`src/rtl/decode_ctrl_stage.sv`:
```
// RV32I decode stage: opcode -> control bundle, one registered slot, load-use bubble, stall counter.
// Optional F-extension decode and fp load-use check enabled by `define DECODE_CTRL_STAGE_FPU_EN.
module decode_ctrl_stage #(
   parameter int unsigned PC_W           = 32,
   parameter bit          LOAD_USE_STALL = 1'b1,
   parameter int unsigned CNT_W          = 16
) (
   input  logic             clk,
   input  logic             rst_n,
   input  logic             in_valid,
   output logic             in_ready,
   input  logic [31:0]      in_insn,
   input  logic [PC_W-1:0]  in_pc,
   input  logic             flush,
   output logic             out_valid,
   input  logic             out_ready,
   output logic [PC_W-1:0]  out_pc,
   output logic [31:0]      out_insn,
   output logic [4:0]       out_rd,
   output logic [4:0]       out_rs1,
   output logic [4:0]       out_rs2,
   output logic             out_reg_write,
   output logic             out_imm_data,
   output logic             out_mem_to_reg,
   output logic             out_branch,
   output logic             out_wb_pc,
   output logic             out_cond_b,
   output logic             out_store,
   output logic             out_jalr,
   output logic             out_auipc,
   output logic             out_lui,
   output logic             out_is_fstore,
   output logic             out_fp_reg_write,
   output logic             out_illegal,
   output logic [1:0]       out_alu_op,
   output logic [CNT_W-1:0] stall_cnt
);

   typedef enum logic [6:0] {
      OPC_LOAD   = 7'b0000011,
      OPC_FLOAD  = 7'b0000111,
      OPC_OPIMM  = 7'b0010011,
      OPC_AUIPC  = 7'b0010111,
      OPC_STORE  = 7'b0100011,
      OPC_FSTORE = 7'b0100111,
      OPC_OP     = 7'b0110011,
      OPC_LUI    = 7'b0110111,
      OPC_OPFP   = 7'b1010011,
      OPC_BRANCH = 7'b1100011,
      OPC_JALR   = 7'b1100111,
      OPC_JAL    = 7'b1101111
   } opcode_e;

   typedef struct packed {
      logic       reg_write;
      logic       imm_data;
      logic       mem_to_reg;
      logic       branch;
      logic       wb_pc;
      logic       cond_b;
      logic       store;
      logic       jalr;
      logic       auipc;
      logic       lui;
      logic       is_fstore;
      logic       fp_reg_write;
      logic       illegal;
      logic [1:0] alu_op;
   } ctrl_t;

   logic [6:0] opc;
   logic       is_load, is_opimm, is_auipc, is_store, is_op, is_lui;
   logic       is_branch, is_jalr, is_jal, is_fload, is_fstore, is_opfp;
   logic       uses_rs1, uses_rs2;
   logic [4:0] in_rs1, in_rs2;
   logic       int_hz, fp_hz, hazard, accept;
   ctrl_t      ctrl_d, ctrl_q;
   logic              valid_q;
   logic [PC_W-1:0]   pc_q;
   logic [31:0]       insn_q;
   logic [CNT_W-1:0]  cnt_d, cnt_q;

   assign opc    = in_insn[6:0];
   assign in_rs1 = in_insn[19:15];
   assign in_rs2 = in_insn[24:20];

   assign is_load   = (opc == OPC_LOAD);
   assign is_opimm  = (opc == OPC_OPIMM);
   assign is_auipc  = (opc == OPC_AUIPC);
   assign is_store  = (opc == OPC_STORE);
   assign is_op     = (opc == OPC_OP);
   assign is_lui    = (opc == OPC_LUI);
   assign is_branch = (opc == OPC_BRANCH);
   assign is_jalr   = (opc == OPC_JALR);
   assign is_jal    = (opc == OPC_JAL);
`ifdef DECODE_CTRL_STAGE_FPU_EN
   assign is_fload  = (opc == OPC_FLOAD);
   assign is_fstore = (opc == OPC_FSTORE);
   assign is_opfp   = (opc == OPC_OPFP);
`else
   assign is_fload  = 1'b0;
   assign is_fstore = 1'b0;
   assign is_opfp   = 1'b0;
`endif

   always_comb begin
      ctrl_d              = '0;
      ctrl_d.reg_write    = is_opimm | is_op | is_jal | is_jalr | is_load | is_lui | is_auipc;
      ctrl_d.imm_data     = is_opimm | is_load | is_store | is_jalr | is_lui | is_auipc
                          | is_fload | is_fstore;
      ctrl_d.mem_to_reg   = is_load;
      ctrl_d.branch       = is_jal | is_jalr | is_branch;
      ctrl_d.wb_pc        = is_jal | is_jalr;
      ctrl_d.cond_b       = is_branch;
      ctrl_d.store        = is_store | is_fstore;
      ctrl_d.jalr         = is_jalr;
      ctrl_d.auipc        = is_auipc;
      ctrl_d.lui          = is_lui;
      ctrl_d.is_fstore    = is_fstore;
      ctrl_d.fp_reg_write = is_fload | is_opfp;
      ctrl_d.illegal      = !(is_load | is_opimm | is_auipc | is_store | is_op | is_lui
                            | is_branch | is_jalr | is_jal | is_fload | is_fstore | is_opfp);
      if (is_opimm)       ctrl_d.alu_op = 2'b01;
      else if (is_op)     ctrl_d.alu_op = 2'b11;
      else if (is_branch) ctrl_d.alu_op = 2'b00;
      else                ctrl_d.alu_op = 2'b10;
   end

   assign uses_rs1 = is_op | is_opimm | is_load | is_store | is_branch | is_jalr | is_fload | is_fstore;
   assign uses_rs2 = is_op | is_store | is_branch;

   // Held integer load with a real destination blocks any consumer of that register.
   assign int_hz = valid_q & ctrl_q.mem_to_reg & (out_rd != 5'd0)
                 & ((uses_rs1 & (in_rs1 == out_rd)) | (uses_rs2 & (in_rs2 == out_rd)));

`ifdef DECODE_CTRL_STAGE_FPU_EN
   assign fp_hz = valid_q & ctrl_q.fp_reg_write & (insn_q[6:0] == OPC_FLOAD)
                & ((is_opfp & ((in_rs1 == out_rd) | (in_rs2 == out_rd)))
                 | (is_fstore & (in_rs2 == out_rd)));
`else
   assign fp_hz = 1'b0;
`endif

   assign hazard   = LOAD_USE_STALL ? (int_hz | fp_hz) : 1'b0;
   assign in_ready = !flush & (!valid_q | out_ready) & !hazard;
   assign accept   = in_valid & in_ready;

   always_comb begin
      cnt_d = cnt_q;
      if (in_valid & hazard & !flush & ~&cnt_q)
         cnt_d = cnt_q + CNT_W'(1);
   end

   always_ff @(posedge clk or negedge rst_n) begin
      if (!rst_n) begin
         valid_q <= 1'b0;
         ctrl_q  <= '0;
         pc_q    <= '0;
         insn_q  <= '0;
         cnt_q   <= '0;
      end else begin
         cnt_q <= cnt_d;
         if (flush) begin
            valid_q <= 1'b0;
         end else if (accept) begin
            valid_q <= 1'b1;
            ctrl_q  <= ctrl_d;
            pc_q    <= in_pc;
            insn_q  <= in_insn;
         end else if (out_ready) begin
            valid_q <= 1'b0;
         end
      end
   end

   assign out_valid        = valid_q;
   assign out_pc           = pc_q;
   assign out_insn         = insn_q;
   assign out_rd           = insn_q[11:7];
   assign out_rs1          = insn_q[19:15];
   assign out_rs2          = insn_q[24:20];
   assign out_reg_write    = ctrl_q.reg_write;
   assign out_imm_data     = ctrl_q.imm_data;
   assign out_mem_to_reg   = ctrl_q.mem_to_reg;
   assign out_branch       = ctrl_q.branch;
   assign out_wb_pc        = ctrl_q.wb_pc;
   assign out_cond_b       = ctrl_q.cond_b;
   assign out_store        = ctrl_q.store;
   assign out_jalr         = ctrl_q.jalr;
   assign out_auipc        = ctrl_q.auipc;
   assign out_lui          = ctrl_q.lui;
   assign out_is_fstore    = ctrl_q.is_fstore;
   assign out_fp_reg_write = ctrl_q.fp_reg_write;
   assign out_illegal      = ctrl_q.illegal;
   assign out_alu_op       = ctrl_q.alu_op;
   assign stall_cnt        = cnt_q;

endmodule

```
`config.mk`:
```
export PLATFORM = sky130hd
export DESIGN_NAME = decode_ctrl_stage
export DESIGN_NICKNAME = d
export VERILOG_FILES = /design/src/rtl/decode_ctrl_stage.sv
export SDC_FILE = /design/constraint.sdc
export NUM_CORES = 1
export LEC_CHECK = 0
export ABC_AREA = 1
export CORE_MARGIN = 4
export CORE_UTILIZATION = 55
export CTS_CLUSTER_SIZE = 14
export DETAILED_ROUTE_END_ITERATION = 12
export DONT_BUFFER_PORTS = 1
export MAX_ROUTING_LAYER = met4
export PLACE_DENSITY = 0.72
export SYNTH_ARGS = -nofsm -noshare
export SYNTH_HDL_FRONTEND = slang
export SYNTH_SLANG_ARGS = --single-unit
```
`constraint.sdc`:
```
create_clock -name clk -period 2.9 [get_ports clk]
set_input_delay 0.87 -clock clk [delete_from_list [all_inputs] [get_ports clk]]
set_output_delay 0.87 -clock clk [all_outputs]
set_load 0.01 [all_outputs]
```
==> flow_summary_export.csv, run 1 <==
group,metric,value,unit
floorplan,dieWidth,98.4,um
grt,grt.overflow.total,0,
critical_path,critical-path-top-delay-family,"simple AND/OR/NAND/NOR gates",
synth,post-synth-top-count-cell,"nand2_1",
power,share_seq_of_total_power,59.9,%
clocking,tritoncts.num_buffers,9,
timing,report.final.setup_viol,0,
clocking,worst_skew_pair.late_latency,340,ps
layout,multiInputGateArea,1730,um^2
grt,grt_use_total,22.6,%
placed_design,detailed_place.area,4450,um^2
synth,yosys-top-cells-area,"dfrtp_1 (52%), nand2_1 (16%), nand3_1 (9.5%)",
grt,antenna_violations_before_repair,0,
route,post_route_drc,0,
floorplan,rows,32,
synth,count_of_flip_flops_with_a_built_in_enable_after_synthesis,0,
status,status,"completed",
layout,drive_above_1_share,5.99,%
clocking,post_cts_buffers,0,
route,drtPass1Iterations,5,
synth,syn-instance-count,551,
route,wl_cell,16.3,um
floorplan,io_pins,181,
synth,async_flop_share,100,%
grt,first_pass_grt_wire_length,17.3,mm
floorplan,die_h,98.4,um
power,switching_share,29.7,%
critical_path,cp-start-kind,"input port",
placed_design,routabilityCongestion,0.954,
layout,finalInstanceArea,4650,um^2
timing,hold_viol_final,0,
clocking,clock_sinks,94,
clocking,htree_levels,3,
clocking,ctsHoldBuffers,0,
synth,synth-seq-cells,94,
synth,synth.avg_cell_area,8.15,um^2
clocking,ctsLongestPathBuffers,2,
timing,layout_setup_ws,298,ps
layout,total_inserted_antenna_cells,0,
critical_path,slowest_stage,"a21oi_1",
route,routed_via_density,5.56,
clocking,cts_tree,"done",
timing,skew,13.2,ps
timing,fmaxAchievable,384,MHz
power,total_switching_power,827,uW
power,power_frac_clock,31.1,%
critical_path,worstPathArrival,1730,ps
timing,grt_setup_unrepaired,"no",
route,vias,3538,
synth,dominant_combinational_cell_family_by_area_after_synthesis,"simple AND/OR/NAND/NOR gates",
timing,fin_tns_setup,0,ps
grt,grt_max_degree,95,
synth,synth_top_flop_cell,"dfrtp_1",
synth,synth_common_cells,"nand2_1 (195), dfrtp_1 (94), nand3_1 (85)",
timing,actual_transition_at_the_worst_max_transition_pin,548,ps
layout,area_growth,3.51,%
power,irDropWorstVdd,0.323,mV
critical_path,worst_ep_required_time,2030,ps
clocking,post_cts.resized_instances,0,
synth,synth-adder-area-share,0.278,%
critical_path,worst-path-max-fanout,6,
placed_design,portBuffers,0,
synth,synth_compound_area_share,6.02,%
critical_path,critical_path.cell_chain,"inv_2, nor2_2, nand2_1, a21oi_1, nand3_1, nand2_2, a21boi_4",
synth,count_of_unique_library_cells_instantiated_by_yosys,29,
power,leakagePower,0.00240,uW
placed_design,dp.final_hpwl,7.40,mm
floorplan,core,7850,um^2
synth,ys_seq_area_share,52.4,%
floorplan,start_util,57.3,%
synth,synth_warnings,0,
grt,vias_in_the_first_global_route,3474,
clocking,path_clk_slew,90,ps
hold_path,holdCritPathClass,"in -> async",
timing,min_period_over_period,89.7,%
placed_design,placement.setup.worst_slack,306,ps
synth,post_synth_instance_area,4490,um^2
route,drt_wl_total,10.4,mm
critical_path,cpPeakStageDelay,200,ps
timing,period_needed,2600,ps
power,share_comb_of_total_power,8.9,%
route,initialDrtViolationCount,146,
timing,maxSlewHeadroom,63.5,%
synth,synth.top_cell.area_share,52.4,%
layout,fillerInstances,703,
critical_path,cp_num_buf_inv,1,
flow_run,maxCapViolations,0,
timing,drv_slew,0,
critical_path,endpoint_type_of_the_worst_setup_path,"output pin",
clocking,cts_root_buffer,"clkbuf_8",
power,power.density,599,nW/um^2
synth,xor_xnor_portion_of_the_synthesized_cell_area,1.75,%
layout,num-nets-final,599,
layout,register_area,2350,um^2
route,final_antenna_net_count,0,
critical_path,path_class,"in -> out",
power,cell_internal_pwr,1960,uW
synth,synth.area.mux_share,0,%
synth,synth-simple-area-share,29.9,%
synth,synth.largest_area_cell,"dfrtp_1",
floorplan,design.die.area,9680,um^2
logic make-up after synthesis:
family / Yosys count
fa+ha+maj: 1
other cells: 1
simple gates: 313
compound gates: 46
flops: 94
xor+xnor: 9
buf+inv: 87
cells in the final DEF (no fill, tap or decap), types with 2 or more instances in the layout:
cell type,n
nand4_1,2
nand3_1,85
o211ai_1,2
nor2_1,18
o21bai_1,13
buf_4,3
inv_2,4
buf_12,2
xor2_1,6
conb_1,2
inv_6,3
inv_1,44
o21ai_0,4
clkbuf_8,9
a21oi_1,4
dfrtp_1,94
nand2_1,195
nor2_2,2
nor3_1,4
nor4_1,2
o21ai_1,22
xnor2_1,3
power groups by stage:
stage	Sequential, uW	Combinational [uW]	Clock (uW)
2_1_floorplan	1630	283	0
3_3_place_gp	1690	240	0
3_5_place_dp	1690	256	0
4_1_cts	1670	252	887
5_1_grt	1690	298	953
6_report	1670	249	868
layout make-up:
cell class,instances,share of cell area [%]
sequential,94,50.6
multi-input combinational,371,37.2
inverter,48,3.87
clock buffer,10,2.74
tap,102,2.74
clock inverter,6,1.48
timing repair buffer,5,1.35
worst paths after layout:
path | startpoint | endpoint | slack [ps] | depth (start not counted)
max | in_insn[4] | in_ready | 300 | 7
min | rst_n | out_insn[3]$_DFFE_PN0P_ | 210 | 0
max reg2reg | stall_cnt[0]$_DFFE_PN0P_ | stall_cnt[11]$_DFFE_PN0P_ | 680 | 9
min reg2reg | out_insn[30]$_DFFE_PN0P_ | out_insn[30]$_DFFE_PN0P_ | 560 | 2
max in group asynchronous | rst_n | out_pc[9]$_DFFE_PN0P_ | 2530 | 0
min in group clk | out_insn[30]$_DFFE_PN0P_ | out_insn[30]$_DFFE_PN0P_ | 560 | 2
metrics by stage:
stage | hold slack, ps | utilization (%) | instances | total power, uW
2_1_floorplan | 514 | - | 552 | 1920
5_1_grt | 173 | 59.3 | 636 | 2940
3_5_place_dp | 538 | 56.8 | 620 | 1950
4_1_cts | 193 | 59.3 | 636 | 2810
3_3_place_gp | 536 | 56.8 | 620 | 1940
6_report | 209 | 59.3 | 636 | 2790
per-layer routing:
layer  GRT usage [%]  vias up  wire [um]
li1                -     1687          -
met1            28.5     1678       4180
met2            35.0      159       5040
met3            7.21       14       1000
met4            6.93        0        168
met5               -        -          0
No activity file was read; power rests on OpenSTA's default activity.
==> run 2: changes to the inputs <==
CORE_UTILIZATION = 60   (was 55)
PLACE_DENSITY = 0.78   (was 0.72)
==> run 2 against run 1 <==
  * Non-clock buffer count did not move
  * Sequential cell count did not move
  * Via count fell by 2.4%
  * Combinational power barely moved
  * Final cell count fell by 0.79%
  * Final area rose by 0.51%
  * Sequential power barely moved
  * Critical path depth rose by 1
  * Core utilization rose by 5.2 points
  * Routed wire length fell by 4.1%
==> flow_summary_export.csv, run 2 (synthesized netlist as in run 1, its figures left out) <==
group,metric,value,unit
layout,layout.cells.most_common,"nand2_1",
floorplan,core,7250,um^2
timing,hold_viol_final,0,
layout,drive_above_1_share,5.83,%
layout,post-route-util,64.4,%
floorplan,start_util,61.9,%
clocking,htree_levels,3,
grt,first_pass_grt_wire_length,16.2,mm
power,cell_internal_pwr,2110,uW
timing,grt_setup_unrepaired,"no",
route,drt_wl_total,9.97,mm
grt,antenna_violations_before_repair,0,
flow_run,maxCapViolations,0,
route,vias,3452,
power,power_frac_clock,34.1,%
layout,area_growth,4.04,%
timing,skew,11.8,ps
clocking,post_cts.resized_instances,0,
clocking,post_cts_buffers,0,
critical_path,worstPathArrival,1720,ps
clocking,cts_tree,"done",
floorplan,io_pins,181,
grt,grt_use_total,23.6,%
timing,actual_transition_at_the_worst_max_transition_pin,566,ps
clocking,cts_root_buffer,"clkbuf_8",
layout,total_inserted_antenna_cells,0,
critical_path,path_class,"in -> out",
layout,num-nets-final,599,
power,power.density,621,nW/um^2
route,routed_via_density,5.47,
hold_path,holdCritPathClass,"in -> async",
timing,fin_tns_setup,0,ps
clocking,ctsHoldBuffers,0,
grt,vias_in_the_first_global_route,3495,
timing,drv_slew,0,
power,switching_share,27.2,%
grt,grt_max_degree,95,
route,post_route_drc,0,
power,irDropWorstVdd,0.406,mV
timing,fmaxAchievable,386,MHz
placed_design,dp.final_hpwl,7.02,mm
layout,most-common-layout-cells,"nand2_1 (195), dfrtp_1 (94), nand3_1 (85), inv_1 (44), o21ai_1 (22)",
route,wl_cell,15.8,um
floorplan,design.die.area,8940,um^2
floorplan,rows,31,
critical_path,cp-start-kind,"input port",
clocking,tritoncts.num_buffers,9,
timing,min_period_over_period,89.3,%
clocking,path_clk_slew,80,ps
power,share_seq_of_total_power,57.4,%
floorplan,die_h,94.5,um
floorplan,dieWidth,94.5,um
placed_design,routabilityCongestion,0.954,
critical_path,worst-r2r-cell-count,9,
route,initialDrtViolationCount,173,
placed_design,portBuffers,0,
clocking,clock_sinks,94,
grt,grt.overflow.total,0,
power,total_switching_power,790,uW
clocking,worst_skew_pair.late_latency,340,ps
route,final_antenna_net_count,0,
timing,report.final.setup_viol,0,
critical_path,worst_ep_required_time,2030,ps
timing,period_needed,2590,ps
timing,maxSlewHeadroom,61.9,%
clocking,ctsLongestPathBuffers,2,
critical_path,endpoint_type_of_the_worst_setup_path,"output pin",
critical_path,worst-path-max-fanout,6,
power,share_comb_of_total_power,8.5,%
power,leakagePower,0.00242,uW
status,status,"completed",
route,drtPass1Iterations,5,
## run 2: power by group through the flow
| stage | clock network (uW) | registers [uW] | logic (uW) |
|---|---|---|---|
| after floorplan | 0 | 1630 | 283 |
| after global placement | 0 | 1690 | 238 |
| after detailed placement | 0 | 1690 | 251 |
| after CTS | 1010 | 1670 | 250 |
| after global routing | 1070 | 1680 | 293 |
| final | 990 | 1660 | 248 |
## run 2: area by class of cell
cell class / count / area [um^2]
clock inverters: 5 / 100
well taps: 99 / 124
repair buffers: 5 / 62.6
inverters: 48 / 180
fillers: 618 / 2580
flip-flops and latches: 94 / 2350
multi-input cells: 371 / 1730
clock buffers: 9 / 124
## run 2: through the flow
| stage | power, uW | instances | hold slack (ps) | setup slack (ps) | instance area [um^2] |
|---|---|---|---|---|---|
| 4_1_cts | 2920 | 631 | 195 | 297 | 4670 |
| 2_1_floorplan | 1920 | 552 | 514 | 238 | 4500 |
| 5_1_grt | 3050 | 631 | 174 | 182 | 4670 |
| 3_3_place_gp | 1930 | 617 | 535 | 335 | 4450 |
| 6_report | 2900 | 631 | 215 | 309 | 4670 |
| 3_5_place_dp | 1940 | 617 | 537 | 295 | 4450 |
## run 2: worst max-delay path, cell delays in order
cell      delay, ps
inv_2            50
nand2_1          60
nor2_1          250
nand2_1          80
nand2_1          90
nand3_1          80
nand2_2         150
a21boi_4         90
## run 2: final timing paths
| kind | from | to | slack, ps |
|---|---|---|---|
| max | in_insn[2] | in_ready | 310 |
| min in group clk | out_insn[0]$_DFFE_PN0P_ | out_insn[0]$_DFFE_PN0P_ | 560 |
| max in group asynchronous | rst_n | out_valid$_DFFE_PN0P_ | 2540 |
| min | rst_n | out_alu_op[1]$_DFFE_PN0P_ | 220 |
| min reg2reg | out_insn[0]$_DFFE_PN0P_ | out_insn[0]$_DFFE_PN0P_ | 560 |
| max reg2reg | stall_cnt[0]$_DFFE_PN0P_ | stall_cnt[1]$_DFFE_PN0P_ | 670 |
## run 2: layer usage
metal	global-route usage [%]	wire, um	vias to the layer above
li1	-	-	1690
met5	-	0	-
met4	6.73	49	0
met3	6.61	886	5
met2	37.6	4940	142
met1	29.7	4090	1615
==> run 3: changes to the inputs <==
CAP_MARGIN = 10   (was unset)
==> results of run 3 <==
The final DEF is identical to that of run 2; final timing and power are the same.
